[config.mk]
export PLATFORM = sky130hd
export DESIGN_NAME = key_event_fifo_flat
export DESIGN_NICKNAME = d
export VERILOG_FILES = /design/src/rtl/key_event_fifo_if.sv /design/src/rtl/key_event_fifo.sv /design/src/flat_wrapper.sv
export SDC_FILE = /design/constraint.sdc
export NUM_CORES = 1
export LEC_CHECK = 0
export CAP_MARGIN = 40
export CORE_ASPECT_RATIO = 1.75
export CORE_MARGIN = 2
export CORE_UTILIZATION = 35
export DETAILED_ROUTE_END_ITERATION = 8
export REMOVE_ABC_BUFFERS = 1
export SLEW_MARGIN = 40
export SYNTH_ARGS = -nofsm -noshare
export SYNTH_HDL_FRONTEND = slang
export SYNTH_SLANG_ARGS = --single-unit
[constraint.sdc]
create_clock -name CLOCK_50 -period 4.25 [get_ports CLOCK_50]
set_input_delay 0.85 -clock CLOCK_50 [delete_from_list [all_inputs] [get_ports CLOCK_50]]
set_output_delay 0.85 -clock CLOCK_50 [all_outputs]
set_load 0.1 [all_outputs]
[src/rtl/key_event_fifo_if.sv]
// Key event FIFO bus: decoder-side strobe, processor-side read port and status.
// Handshake: a keycode is offered when key_pressed=1 (one cycle, no backpressure);
// the head entry is consumed on a rising edge where rd_en=1 and rd_valid=1.
interface key_event_fifo_if #(
  parameter int DEPTH = 8,
  parameter int WIDTH = 8
);
  logic                     key_pressed;
  logic [WIDTH-1:0]         keycode;
  logic                     rd_en;
  logic                     clear_overflow;
  logic [WIDTH-1:0]         rd_data;
  logic                     rd_valid;
  logic [$clog2(DEPTH):0]   count;
  logic                     full;
  logic                     overflow;

  // Producer / processor side
  modport master (
    output key_pressed, keycode, rd_en, clear_overflow,
    input  rd_data, rd_valid, count, full, overflow
  );

  // FIFO side
  modport slave (
    input  key_pressed, keycode, rd_en, clear_overflow,
    output rd_data, rd_valid, count, full, overflow
  );
endinterface

[src/rtl/key_event_fifo.sv]
// First-word-fall-through queue of decoded keycodes between the keyboard
// decoder and the processor. Out-of-range codes are discarded; strobes that
// arrive while full are dropped and flagged in a sticky overflow bit.
module key_event_fifo #(
  parameter int DEPTH    = 8,
  parameter int WIDTH    = 8,
  parameter int MAX_CODE = 100
) (
  input  logic                CLOCK_50,
  input  logic                resetn,
  key_event_fifo_if.slave     bus
);
  localparam int PTR_W = $clog2(DEPTH);
  localparam int CNT_W = PTR_W + 1;

  logic [WIDTH-1:0] mem_q [DEPTH];
  logic [PTR_W-1:0] wr_ptr_q, wr_ptr_d;
  logic [PTR_W-1:0] rd_ptr_q, rd_ptr_d;
  logic [CNT_W-1:0] count_q, count_d;
  logic [WIDTH-1:0] rd_data_q, rd_data_d;
  logic             rd_valid_q, rd_valid_d;
  logic             overflow_q, overflow_d;

  logic wr_ok, pop, do_write, drop, is_full;

  // Next-state: accept/pop decisions, pointers, count and the registered head
  always_comb begin
    is_full  = (count_q == CNT_W'(DEPTH));
    wr_ok    = bus.key_pressed && (bus.keycode <= WIDTH'(MAX_CODE));
    pop      = bus.rd_en && rd_valid_q;
    do_write = wr_ok && (!is_full || pop);
    drop     = wr_ok && is_full && !pop;

    wr_ptr_d = do_write ? wr_ptr_q + PTR_W'(1) : wr_ptr_q;
    rd_ptr_d = pop      ? rd_ptr_q + PTR_W'(1) : rd_ptr_q;

    count_d = count_q;
    if (do_write && !pop)      count_d = count_q + CNT_W'(1);
    else if (pop && !do_write) count_d = count_q - CNT_W'(1);

    // The new head is the incoming code when it lands in the head slot
    // (write into empty, or write+pop with one entry); otherwise it is
    // already in storage.
    rd_valid_d = (count_d != '0);
    rd_data_d  = '0;
    if (rd_valid_d) begin
      if (do_write && (rd_ptr_d == wr_ptr_q)) rd_data_d = bus.keycode;
      else                                    rd_data_d = mem_q[rd_ptr_d];
    end

    // Set wins over clear
    overflow_d = overflow_q;
    if (drop)                    overflow_d = 1'b1;
    else if (bus.clear_overflow) overflow_d = 1'b0;
  end

  // Control and output registers, cleared asynchronously
  always_ff @(posedge CLOCK_50 or negedge resetn) begin
    if (!resetn) begin
      wr_ptr_q   <= '0;
      rd_ptr_q   <= '0;
      count_q    <= '0;
      rd_data_q  <= '0;
      rd_valid_q <= 1'b0;
      overflow_q <= 1'b0;
    end else begin
      wr_ptr_q   <= wr_ptr_d;
      rd_ptr_q   <= rd_ptr_d;
      count_q    <= count_d;
      rd_data_q  <= rd_data_d;
      rd_valid_q <= rd_valid_d;
      overflow_q <= overflow_d;
    end
  end

  // Storage array; contents need no reset
  always_ff @(posedge CLOCK_50) begin
    if (do_write) mem_q[wr_ptr_q] <= bus.keycode;
  end

  assign bus.rd_data  = rd_data_q;
  assign bus.rd_valid = rd_valid_q;
  assign bus.count    = count_q;
  assign bus.full     = is_full;
  assign bus.overflow = overflow_q;
endmodule

[src/flat_wrapper.sv]
// flat-port wrapper written by rule: the top's interface ports become plain ports
module key_event_fifo_flat 
#(
  parameter int DEPTH    = 8,
  parameter int WIDTH    = 8,
  parameter int MAX_CODE = 100
)
  (CLOCK_50, resetn, bus_key_pressed, bus_keycode, bus_rd_en, bus_clear_overflow, bus_rd_data, bus_rd_valid, bus_count, bus_full, bus_overflow);
  key_event_fifo_if #(.DEPTH(DEPTH), .WIDTH(WIDTH)) bus_i ();
  input  logic CLOCK_50;
  input  logic resetn;
  input wire logic [$bits(bus_i.key_pressed)-1:0] bus_key_pressed;
  input wire logic [$bits(bus_i.keycode)-1:0] bus_keycode;
  input wire logic [$bits(bus_i.rd_en)-1:0] bus_rd_en;
  input wire logic [$bits(bus_i.clear_overflow)-1:0] bus_clear_overflow;
  output wire logic [$bits(bus_i.rd_data)-1:0] bus_rd_data;
  output wire logic [$bits(bus_i.rd_valid)-1:0] bus_rd_valid;
  output wire logic [$bits(bus_i.count)-1:0] bus_count;
  output wire logic [$bits(bus_i.full)-1:0] bus_full;
  output wire logic [$bits(bus_i.overflow)-1:0] bus_overflow;
  assign bus_i.key_pressed = bus_key_pressed;
  assign bus_i.keycode = bus_keycode;
  assign bus_i.rd_en = bus_rd_en;
  assign bus_i.clear_overflow = bus_clear_overflow;
  assign bus_rd_data = bus_i.rd_data;
  assign bus_rd_valid = bus_i.rd_valid;
  assign bus_count = bus_i.count;
  assign bus_full = bus_i.full;
  assign bus_overflow = bus_i.overflow;
  key_event_fifo #(.DEPTH(DEPTH), .WIDTH(WIDTH), .MAX_CODE(MAX_CODE)) u_core (.CLOCK_50(CLOCK_50), .resetn(resetn), .bus(bus_i));
endmodule
; Word-level counts from Yosys, hierarchy flattened
; Memories as Yosys holds them, arrays and structs flattened.
; Index checks and enable logic that the tools add are counted.
[word_totals]
register_bits = 20
ramBits = 64
in_bits = 13
n_memories = 1
[memory_table]
columns = memory, words, width, rd, rd_clocked_by_memory_dff, write_ports, line
row1 = u_core.mem_q, 8, 8, 1, 0, 1, key_event_fifo.sv:16  ; logic [WIDTH-1:0] mem_q [DEPTH];
[op_classes]
addsub = 4
order_cmp = 1
eq_ne = 2
mux = 9
n_reduce_logical = 14
[op_table]
columns = cell, n
row1 = $mux W8, 2
row2 = $le A8 B7 Y1 const B, 1
row3 = $logic_and A1 B1 Y1, 8
row4 = $mux W4, 2
row5 = $add A3 B1 Y3 const B, 2
row6 = $add A4 B1 Y4 const B, 1
row7 = $eq A4 B4 Y1 const B, 1
row8 = $mux W1, 4
row9 = $reduce_bool A4 Y1, 1
row10 = $sub A4 B1 Y4 const B, 1
row11 = $eq A3 B3 Y1, 1
row12 = $logic_not A1 Y1, 3
row13 = $mux W3, 1
row14 = $reduce_bool A2 Y1, 1
row15 = $logic_or A1 B1 Y1, 1

; Logic depth before layout (Yosys ltp)
; Gate-level depths: netlist of the first run.
[depth]
ltp_word = 10
ltp_mapped = 9
mapped_depth_nobuf = 8

; Least setup slack after synthesis of the first run
; OpenSTA, ideal clock, no wires.
[synth_timing]
kind = reg-to-reg
startpoint = reg u_core.count_q[0], in the netlist u_core.bus.count[0]
endpoint = mem u_core.mem_q[4][0], enable pin
setup_ps = 385
arrival_time_ps = 3417
path_slack_ps = 448
stages_incl_launch_ff = 9
path_buffers = 1
synth_period_minus_slack_ps = 3802
cell_sequence = dfrtp_1 -> inv_1 -> ha_1 -> and3b_1 -> nand2_1 -> and3_1 -> clkbuf_1 -> nand2b_1 -> nor3b_1
[synth_between]
elab_chain_len = 6
[synth_lines]
columns = item, line
row1 = from (decl), key_event_fifo.sv:19  ; logic [CNT_W-1:0] count_q, count_d;
row2 = from (signal assigned), key_event_fifo.sv:69  ; count_q <= count_d;
row3 = $eq A4 B4 Y1, key_event_fifo.sv:28  ; is_full = (count_q == CNT_W'(DEPTH));
row4 = via bus_full, flat_wrapper.sv:19  ; output wire logic [$bits(bus_i.full)-1:0] bus_full;
row5 = $logic_not A1 Y1, key_event_fifo.sv:31  ; do_write = wr_ok && (!is_full || pop);
row6 = $logic_or A1 B1 Y1, key_event_fifo.sv:31
row7 = $logic_and A1 B1 Y1, key_event_fifo.sv:31
row8 = $mux W1, key_event_fifo.sv:78  ; if (do_write) mem_q[wr_ptr_q] <= bus.keycode;
row9 = $mux W1 (implied by the code), key_event_fifo.sv:78
row10 = to (decl), key_event_fifo.sv:16
; The timed path passes the listed nets, and every way through them passes these cells.

; Final worst setup path of the first run
[layout_timing]
startpoint = in bus_keycode[1]
endpoint = mem u_core.mem_q[7][4], enable pin
[layout_between]
elab_chain_len = 5
[layout_lines]
columns = item, line
row1 = from (decl), flat_wrapper.sv:13  ; input wire logic [$bits(bus_i.keycode)-1:0] bus_keycode;
row2 = $le A8 B7 Y1, key_event_fifo.sv:29  ; wr_ok = bus.key_pressed && (bus.keycode <= WIDTH'(MAX_CODE));
row3 = $logic_and A1 B1 Y1, key_event_fifo.sv:29
row4 = $logic_and A1 B1 Y1, key_event_fifo.sv:31
row5 = $mux W1, key_event_fifo.sv:78
row6 = $mux W1 (implied by the code), key_event_fifo.sv:78
; Every way passes these cells.

==> results.tsv, run 1 <==
metric	value	unit
area of the mapped netlist	3575	um2
layout cell share with drive strength beyond 1	28.40	%
via count	1972	
largest net degree at the start of global routing	21	
Seq pwr share	32.2	%
Hold Buf Count CTS	0	
CP Data Required Time	4.22	ns
H-tree depth	3	
vias per cell	5.259	
Synth Instances	198	
initial antenna violation count	0	
num ports	28	
Critical Path Fanout Max	10	
Fin. Hold Viols	0	
Post-synth top flop	edfxtp_1	
CP top delay family	simple AND/OR/NAND/NOR gates	
outcome	completed	
post-placement setup slack	0.6504	ns
Die Width	80.40	um
CP max-delay cell	nor2_1	
num rows	48	
root buffer selected by CTS	clkbuf_16	
Pre-antenna DRT Iters	4	
internal power component	2.065	mW
Yosys warning count	0	
Routed WL per cell	19.26	um
Final Critical Period	3.224	ns
Worst-Skew Late Latency	0.33	ns
final antenna-violating net count	0	
total CTS buffers	9	
max_cap viols	0	
asr flop ratio synth	23.81	%
fillers	887	
FMAX	310.2	MHz
Reg2Reg Setup Slack	1.64	ns
Port Buffer Count	27	
die area	11070	um2
Post-synth EDFFs	64	
CTS Sinks	84	
Max stage delay on crit path	0.59	ns
Clk pwr share	21.6	%
sw frac	41.39	%
slew margin rel.	52.24	%
nets	262	
ANT cells	0	
Core ar.	9910	um2
Seq/Total Area, Yosys	67.76	%
synth cell count leaders	edfxtp_1, dfrtp_1, a21oi_1, mux2_2, mux4_2	
Overflow after GRT	0	
P_leak	1.580	nW
Die H	137.7	um
HP Class	in -> async	
top area cells in the synthesized netlist	edfxtp_1, dfrtp_1, mux4_2, mux4_1, mux2_2	
pins over their slew limit	0	
Yosys reg bits	84	
Routed Wire Length	7224	um
Max IR drop VDD	529.8	uV
Reg clk slew, reported paths	0.06	ns
CTS resizes	0	
Initial Utilization	36.07	%
CTS Buffer Depth	2	
setup total negative slack	0	ns
clk_skew	0.006509	ns
count of cell types in the netlist	45	
Crit path arrival time	3.19	ns
drt initial violations	124	
Setup Fix Bufs, Post-CTS	0	
top-count cell post-synth	edfxtp_1	
vias in the first global route	1998	
CP Launch Point	bus_keycode[1]	
Setup violations, final	0	
Comb pwr share	46.1	%
fin worst setup slack	1.026	ns
Total GRT Usage	14.71	%
unrepaired setup endpoints after global routing	false	
Crit Path Class	in -> reg	
Post-Route Utilization	43.28	%
Layout area overhead	19.99	%
first-pass GRT wire length	11300	um
DRC viols	0	
r2r startpoint	u_core.bus.count[0]$_DFF_PN0_	
CP endpoint kind	register	
fin crit share	75.86	%
Synth top area share	53.76	%
Tightest Pin Transition	0.7138	ns
routability cong.	0.8618	
Sw Pwr	1.458	mW
CP bufs+invs	1	
PD cells	821.5	nW/um2
CTS tree	done	
Final HPWL DP	4947	um
Startpoint Class	primary input	
CP Cell Sequence	clkdlybuf4s50_1 > o21a_1 > o311ai_2 > and3_1 > nand2_1 > nor2_1	
Synth area leader	edfxtp_1	
syn_area_per_cell	18.05	um2
worst paths after layout:
| kind | cells past startpoint | to |
|---|---|---|
| setup / recovery | 6 | u_core.mem_q[7][4]$_DFFE_PP_ |
| min in group CLOCK_50 | 2 | u_core.bus.overflow$_DFFE_PN0P_ |
| setup reg to reg | 7 | u_core.mem_q[7][4]$_DFFE_PP_ |
| max in group asynchronous | 1 | u_core.bus.rd_data[4]$_DFF_PN0_ |
| hold reg to reg | 2 | u_core.bus.overflow$_DFFE_PN0P_ |
| hold / removal | 1 | u_core.wr_ptr_q[1]$_DFFE_PN0P_ |
flip-flops by register name, indices dropped and copies added, names as in the netlist:
signal,count
u_core.bus.count,4
u_core.rd_ptr_q,3
u_core.bus.overflow,1
u_core.mem_q,64
u_core.wr_ptr_q,3
u_core.bus.rd_data,8
u_core.bus.rd_valid,1
final cells by class:
class,instances,area [um2],share of cell area [%]
Clock inverter,6,63.81,1.488
Sequential cell,84,2422,56.48
Timing Repair Buffer,41,295.3,6.884
Tap cell,125,156.4,3.646
Multi-Input combinational cell,104,1104,25.73
Clock buffer,10,229.0,5.338
Inverter,5,18.77,0.4376
routing by layer:
metal | track usage [%] | wire length (um) | share of wire, %
met5 | 0 | 0 | 0
met1 | 16.15 | 2707 | 37
met3 | 3.866 | 266 | 3.7
met2 | 25.74 | 4063 | 56
met4 | 7.533 | 187 | 2.6
worst register-to-register path, delay by kind of cell (launching register included):
family	cells	cell delay, ns
adder cells (fa/ha/maj)	1	0.22
buffers and inverters	1	0.11
AND/OR/NAND/NOR	5	1.41
flip-flops	1	0.50
cells by family (layout without fill, tap and decap cells):
logic type | count (synthesis) | after routing | synth area share (%)
adders and majority gates | 4 | 4 | 1.400
muxes | 34 | 34 | 16.35
AOI/OAI and AO/OA | 20 | 20 | 3.850
and+or+nand+nor | 35 | 35 | 5.846
buffers and inverters | 10 | 62 | 1.365
xor gates and xnor gates | 11 | 11 | 3.430
DFF | 84 | 84 | 67.76
layout by cell type, fill, tap and decap left out, drive strengths merged, types with 4 or more instances in the layout:
master         count
ha                 4
dfrtp             20
mux2i              7
nor2               7
mux4              16
edfxtp            64
buf               30
xnor2              7
a21oi              9
mux2              11
nor3b              4
inv                6
nand2              9
clkbuf            10
clkdlybuf4s50     11
xor2               4
through the flow:
step | cells | total power [mW] | cell area [um2] | hold WS (ns)
after global routing | 375 | 3.703 | 4289 | 0.4772
after CTS | 375 | 3.571 | 4289 | 0.4663
after global placement | 359 | 2.841 | 4076 | 0.5352
after floorplan | 193 | 2.439 | 3545 | 0.5157
after detailed placement | 359 | 2.803 | 3996 | 0.5432
final | 375 | 3.523 | 4289 | 0.4554
power groups by stage:
stage,Sequential [mW],Combinational [mW],Clock [mW]
finish,1.14,1.63,0.762
global route,1.15,1.74,0.813
CTS,1.14,1.65,0.780
detailed placement,1.15,1.65,0
global placement,1.15,1.69,0
floorplan,1.59,0.846,0
(Power assumes the default switching activity.)
==> run 2, diff against run 1 <==
- clock period: 4.25 -> 2.8 ns (I/O delays scaled with it)
==> run 2 against run 1 <==
  * Non-clock buffer count rose by 19
  * Register-to-register slack got worse by 1.3 ns
  * Sequential share of layout area fell by 2.7 points
  * Design area rose by 5.0%
  * Combinational power rose by 67%
  * Clock-buffer cell count rose by 1
  * Routed wire length rose by 4.1%
  * Largest cell class unchanged
  * Global-route usage rose by 0.44 points
  * Die area did not move
  * Critical path depth rose by 2
==> results.tsv, run 2 (synthesized netlist as in run 1, its figures left out) <==
metric	value	unit	change
Initial Utilization	36.07	%	unchanged
Reg clk slew, reported paths	0.06	ns	about the same
internal power component	3.348	mW	+62%
CTS Buffer Depth	2		unchanged
max reg flops	64		unchanged
Tightest Pin Transition	0.4179	ns	-0.2959 ns
Reg2Reg Setup Slack	0.39	ns	-1.25 ns
Total GRT Usage	15.15	%	+0.44 points
FF-to-FF path depth	8		+1
slew margin rel.	71.93	%	+20 points
Core ar.	9910	um2	unchanged
CP Cell Sequence	clkdlybuf4s50_1 > o21a_1 > o311ai_2 > buf_4 > and3_1 > nand2b_1 > nor3b_1 > buf_4		
CP endpoint	u_core.mem_q[2][7]$_DFFE_PP_		
cell count after placement	378		+5.3%
root buffer selected by CTS	clkbuf_16		
sw frac	39.95	%	-1.4 points
layout cell share with drive strength beyond 1	32.34	%	+3.9 points
Comb pwr share	48.9	%	+2.8 points
fin worst setup slack	0.2411	ns	-0.7850 ns
ANT cells	0		unchanged
HP Class	reg -> reg		
CP Data Required Time	2.84	ns	-1.38 ns
Max IR drop VDD	751.5	uV	+42%
CP Launch Point	bus_keycode[1]		
fillers	901		+1.6%
Final Critical Period	2.559	ns	
num ports	28		unchanged
Die Width	80.40	um	unchanged
P_leak	1.691	nW	+7.0%
area of the multi-input gates	1104	um2	unchanged
clk_skew	0.005916	ns	-0.0005924 ns
leading cell types in the layout, fill and taps excluded	edfxtp_1, buf_4, dfrtp_1		
largest net degree at the start of global routing	21		unchanged
Startpoint Class	primary input		
vias in the first global route	2129		+6.6%
Setup Fix Bufs, Post-CTS	0		unchanged
Fin. Hold Viols	0		unchanged
Worst-Skew Late Latency	0.33	ns	about the same
CTS tree	done		
Routed Wire Length	7522	um	+4.1%
Seq pwr share	30.7	%	-1.5 points
most flop-heavy register	u_core.mem_q		
num rows	48		unchanged
Crit path arrival time	2.60	ns	-0.59 ns
final antenna-violating net count	0		unchanged
Port Buffer Count	27		unchanged
Post-Route Utilization	45.47	%	+2.2 points
vias per cell	5.041		-4.1%
Setup violations, final	0		unchanged
r2r startpoint	u_core.bus.count[1]$_DFF_PN0_		
Crit Path Class	in -> reg		
Hold Buf Count CTS	0		unchanged
fin crit share	91.39	%	
drt initial violations	174		+40%
Layout area overhead	26.04	%	
via count	1986		+0.71%
total CTS buffers	9		unchanged
CP endpoint kind	register		
Clk pwr share	20.4	%	-1.2 points
Overflow after GRT	0		unchanged
first-pass GRT wire length	11650	um	+3.2%
H-tree depth	3		unchanged
Sw Pwr	2.227	mW	+53%
Die H	137.7	um	unchanged
CP top delay family	buffers and inverters		
die area	11070	um2	unchanged
outcome	completed		
DRC viols	0		unchanged
worst reg2reg endpoint	u_core.mem_q[2][7]$_DFFE_PP_		
CTS resizes	0		unchanged
nets	281		+7.3%
Routed WL per cell	19.09	um	-0.90%
CP bufs+invs	3		+2
CTS Sinks	84		unchanged
pins over their slew limit	0		unchanged
FMAX	390.8	MHz	
critical path depth	8		+2
register area	2422	um2	unchanged
initial antenna violation count	0		unchanged
WHS	0.5370	ns	+0.08167 ns
Critical Path Fanout Max	6		-4
routability cong.	0.7801		-9.5%
CP max-delay cell	clkdlybuf4s50_1		
Pre-antenna DRT Iters	4		unchanged
max_cap viols	0		unchanged
Max stage delay on crit path	0.44	ns	-0.15 ns
PD cells	1237	nW/um2	+51%
crit-path most repeated cell	buf_4		
Final HPWL DP	5377	um	+8.7%
post-placement setup slack	-0.1706	ns	-0.8210 ns
Post-Layout Cell Count	394		+5.1%
commonest non-fill, non-tap cell in the layout	edfxtp_1		
unrepaired setup endpoints after global routing	false		
-- run 2: cell types whose count changed in the layout (fill, tap and decap cells not counted) --
cell | before | now
clkinv_1 | 1 | 2
buf_4 | 14 | 45
clkinv_4 | 1 | 0
clkdlybuf4s50_1 | 11 | 12
clkbuf_1 | 1 | 2
clkinv_2 | 1 | 0
buf_12 | 0 | 3
buf_2 | 16 | 0
-- run 2: power by group through the flow --
| stage | logic [mW] | registers (mW) | clock network [mW] |
|---|---|---|---|
| after detailed placement | 2.76 | 1.74 | 0 |
| after global placement | 2.73 | 1.73 | 0 |
| after CTS | 2.77 | 1.71 | 1.15 |
| after floorplan | 1.28 | 2.42 | 0 |
| final | 2.73 | 1.71 | 1.14 |
| after global routing | 2.93 | 1.73 | 1.20 |
-- run 2: metal layers --
layer / routed length [um] / vias up / global-route usage, %
met5: 0 / - / 0
met4: 163 / 0 / 7.815
met3: 168 / 10 / 2.359
met2: 4431 / 33 / 29.03
met1: 2759 / 1022 / 15.32
li1: - / 921 / -
-- run 2: how the worst min path moves through the flow --
stage | depth (start not counted) | to | startpoint
global route | 2 | u_core.bus.overflow$_DFFE_PN0P_ | u_core.bus.overflow$_DFFE_PN0P_
CTS | 2 | u_core.bus.overflow$_DFFE_PN0P_ | u_core.bus.overflow$_DFFE_PN0P_
floorplan | 0 | u_core.bus.count[0]$_DFF_PN0_ | resetn
finish | 2 | u_core.bus.overflow$_DFFE_PN0P_ | u_core.bus.overflow$_DFFE_PN0P_
detailed placement | 2 | u_core.bus.overflow$_DFFE_PN0P_ | u_core.bus.overflow$_DFFE_PN0P_
global placement | 2 | u_core.bus.overflow$_DFFE_PN0P_ | u_core.bus.overflow$_DFFE_PN0P_
-- run 2: cell type report --
cell class / instances / share of cell area (%)
multi-input cells: 104 / 24.49
clock inverters: 5 / 1.194
flip-flops and latches: 84 / 53.76
inverters: 5 / 0.4166
clock buffers: 11 / 5.165
well taps: 125 / 3.471
repair buffers: 60 / 11.50
-- run 2: worst register-to-register path: cells and delay by family (launching register included) --
kind	cells	cell delay [ns]
buf+inv	2	0.38
simple gates	5	1.05
fa+ha+maj	1	0.22
flops	1	0.47
-- run 2: per-stage QoR --
step / total power, mW / setup TNS [ns] / cell area (um2)
detailed placement: 4.497 / -3.318 / 4219
global route: 5.866 / 0 / 4506
finish: 5.574 / 0 / 4506
CTS: 5.634 / 0 / 4506
floorplan: 3.703 / -52.46 / 3545
global placement: 4.464 / -3.397 / 4219
==> run 3, diff against run 2 <==
- PLACE_DENSITY_LB_ADDON: unset -> 0.15
- TNS_END_PERCENT: unset -> 10
==> run 3 against run 2 <==
  * Non-clock buffer count rose by 2
  * Combinational power fell by 1%
  * Critical path depth fell by 1
  * Critical path type unchanged
==> results.tsv, run 3 (synthesized netlist as in run 1, its figures left out) <==
metric	value	unit	change
outcome	completed		
Post-DP Area	4209	um2	-0.24%
first-pass GRT wire length	12340	um	+5.9%
Overflow after GRT	0		unchanged
max reg flops	64		unchanged
met1 Use GR	16.67	%	+1.3 points
DRC viols	0		unchanged
CTS tree	done		
Fin. Hold Viols	0		unchanged
final antenna-violating net count	0		unchanged
Critical Path Fanout Max	6		unchanged
ANT cells	0		unchanged
Routed Wire Length	7978	um	+6.1%
commonest non-fill, non-tap cell in the layout	edfxtp_1		
initial antenna violation count	0		unchanged
via count	2012		+1.3%
PD cells	1251	nW/um2	+1.1%
Tightest Pin Transition	0.4590	ns	+0.04105 ns
unrepaired setup endpoints after global routing	false		
clk_skew	0.007073	ns	+0.001157 ns
Final HPWL DP	5858	um	+9.0%
Comb pwr share	47.6	%	-1.3 points
num rows	48		unchanged
P_leak	1.707	nW	+0.92%
drt initial violations	161		-7.5%
met3 usage	3.539	%	+1.2 points
Setup violations, final	0		unchanged
fin crit share	95.52	%	+4.1 points
layout cell share with drive strength beyond 1	33.58	%	+1.2 points
HP Class	reg -> reg		
fillers	905		+0.44%
Max IR drop VDD	994.3	uV	+32%
internal power component	3.390	mW	+1.3%
max_cap viols	0		unchanged
vias in the first global route	2200		+3.3%
num ports	28		unchanged
most flop-heavy register	u_core.mem_q		
CP endpoint kind	register		
pins over their slew limit	0		unchanged
largest net degree at the start of global routing	21		unchanged
WHS	0.5372	ns	+0.0001870 ns
grt peak-use layer	met2		
Worst-Skew Late Latency	0.34	ns	about the same
post-placement setup slack	-0.2357	ns	-0.06502 ns
Design Area, Final	4526	um2	+0.44%
Total GRT Usage	16.15	%	+0.99 points
setup total negative slack	0	ns	unchanged
Final Critical Period	2.675	ns	+0.1156 ns
Startpoint Class	primary input		
FMAX	373.9	MHz	-4.3%
met2 global-route usage	30.51	%	+1.5 points
Crit path arrival time	2.72	ns	+0.12 ns
Die H	137.7	um	unchanged
Layout area overhead	26.60	%	
CP Data Required Time	2.84	ns	about the same
Hold Buf Count CTS	0		unchanged
leading cell types in the layout, fill and taps excluded	edfxtp_1, buf_4, dfrtp_1		
CTS Buffer Depth	2		unchanged
Core ar.	9910	um2	unchanged
Port Buffer Count	27		unchanged
vias per cell	5.081		+0.80%
nets	283		+0.71%
slew margin rel.	69.25	%	-2.7 points
CTS resizes	0		unchanged
Seq pwr share	30.2	%	-0.5 points
sw frac	40.10	%	+0.16 points
Pre-antenna DRT Iters	4		unchanged
Sw Pwr	2.270	mW	+1.9%
Initial Utilization	36.07	%	unchanged
H-tree depth	3		unchanged
Crit Path Class	in -> reg		
Setup Fix Bufs, Post-CTS	0		unchanged
total CTS buffers	9		unchanged
Reg clk slew, reported paths	0.06	ns	about the same
root buffer selected by CTS	clkbuf_16		
routability cong.	0.7619		-2.3%
Routed WL per cell	20.15	um	+5.5%
CTS Sinks	84		unchanged
Clk pwr share	22.2	%	+1.8 points
Die Width	80.40	um	unchanged
die area	11070	um2	unchanged
fin worst setup slack	0.1254	ns	-0.1156 ns
## run 3: cell count changes in the layout (fill, tap and decap cells not counted), sizes merged
| cell | previous run | this run |
|---|---|---|
| buf | 48 | 50 |
| bufinv | 1 | 2 |
| clkbuf | 11 | 10 |
| clkinv | 2 | 1 |
| clkinvlp | 1 | 2 |
## run 3: metal layers
metal  wire [um]  up-vias
met5           0        -
met4         166        0
met3         255       10
met2        4555       44
met1        3001     1029
li1            -      929
## run 3: final timing paths
kind	start	end	slack [ns]	cells past startpoint
min reg2reg	u_core.bus.overflow$_DFFE_PN0P_	u_core.bus.overflow$_DFFE_PN0P_	0.54	2
max reg2reg	u_core.bus.count[1]$_DFF_PN0_	u_core.mem_q[4][4]$_DFFE_PP_	0.21	8
max in group asynchronous	resetn	u_core.bus.overflow$_DFFE_PN0P_	2.02	2
max	bus_keycode[0]	u_core.mem_q[4][4]$_DFFE_PP_	0.13	7
min in group asynchronous	resetn	u_core.rd_ptr_q[1]$_DFF_PN0_	0.56	2
min	u_core.bus.overflow$_DFFE_PN0P_	u_core.bus.overflow$_DFFE_PN0P_	0.54	2
## run 3: per-stage QoR
| stage | utilization, % | std cells | power (mW) |
|---|---|---|---|
| floorplan | - | 193 | 3.703 |
| global placement | 42.47 | 380 | 4.452 |
| detailed placement | 42.47 | 380 | 4.469 |
| CTS | 45.67 | 396 | 5.735 |
| global route | 45.67 | 396 | 5.946 |
| finish | 45.67 | 396 | 5.660 |
## run 3: cell type report
cell class | instances | area, um2 | share of cell area, %
clock buffer | 10 | 229.0 | 5.059
clock inverter | 6 | 87.58 | 1.935
inverter | 5 | 18.77 | 0.4147
timing repair buffer | 62 | 508.0 | 11.22
tap | 125 | 156.4 | 3.456
sequential | 84 | 2422 | 53.52
multi-input combinational | 104 | 1104 | 24.38
## run 3: power by group through the flow
stage	combinational (mW)	clock, mW	sequential (mW)
final	2.69	1.26	1.71
after global routing	2.87	1.34	1.73
after CTS	2.74	1.28	1.71
after detailed placement	2.73	0	1.74
after global placement	2.72	0	1.73
after floorplan	1.28	0	2.42
## run 3: critical path: stages
cell and delay [ns]:
clkdlybuf4s50_1 0.42, o21a_1 0.25, o311ai_2 0.32, and3_1 0.30, nand2b_1 0.14, nor3b_1 0.45
buf_4 0.27
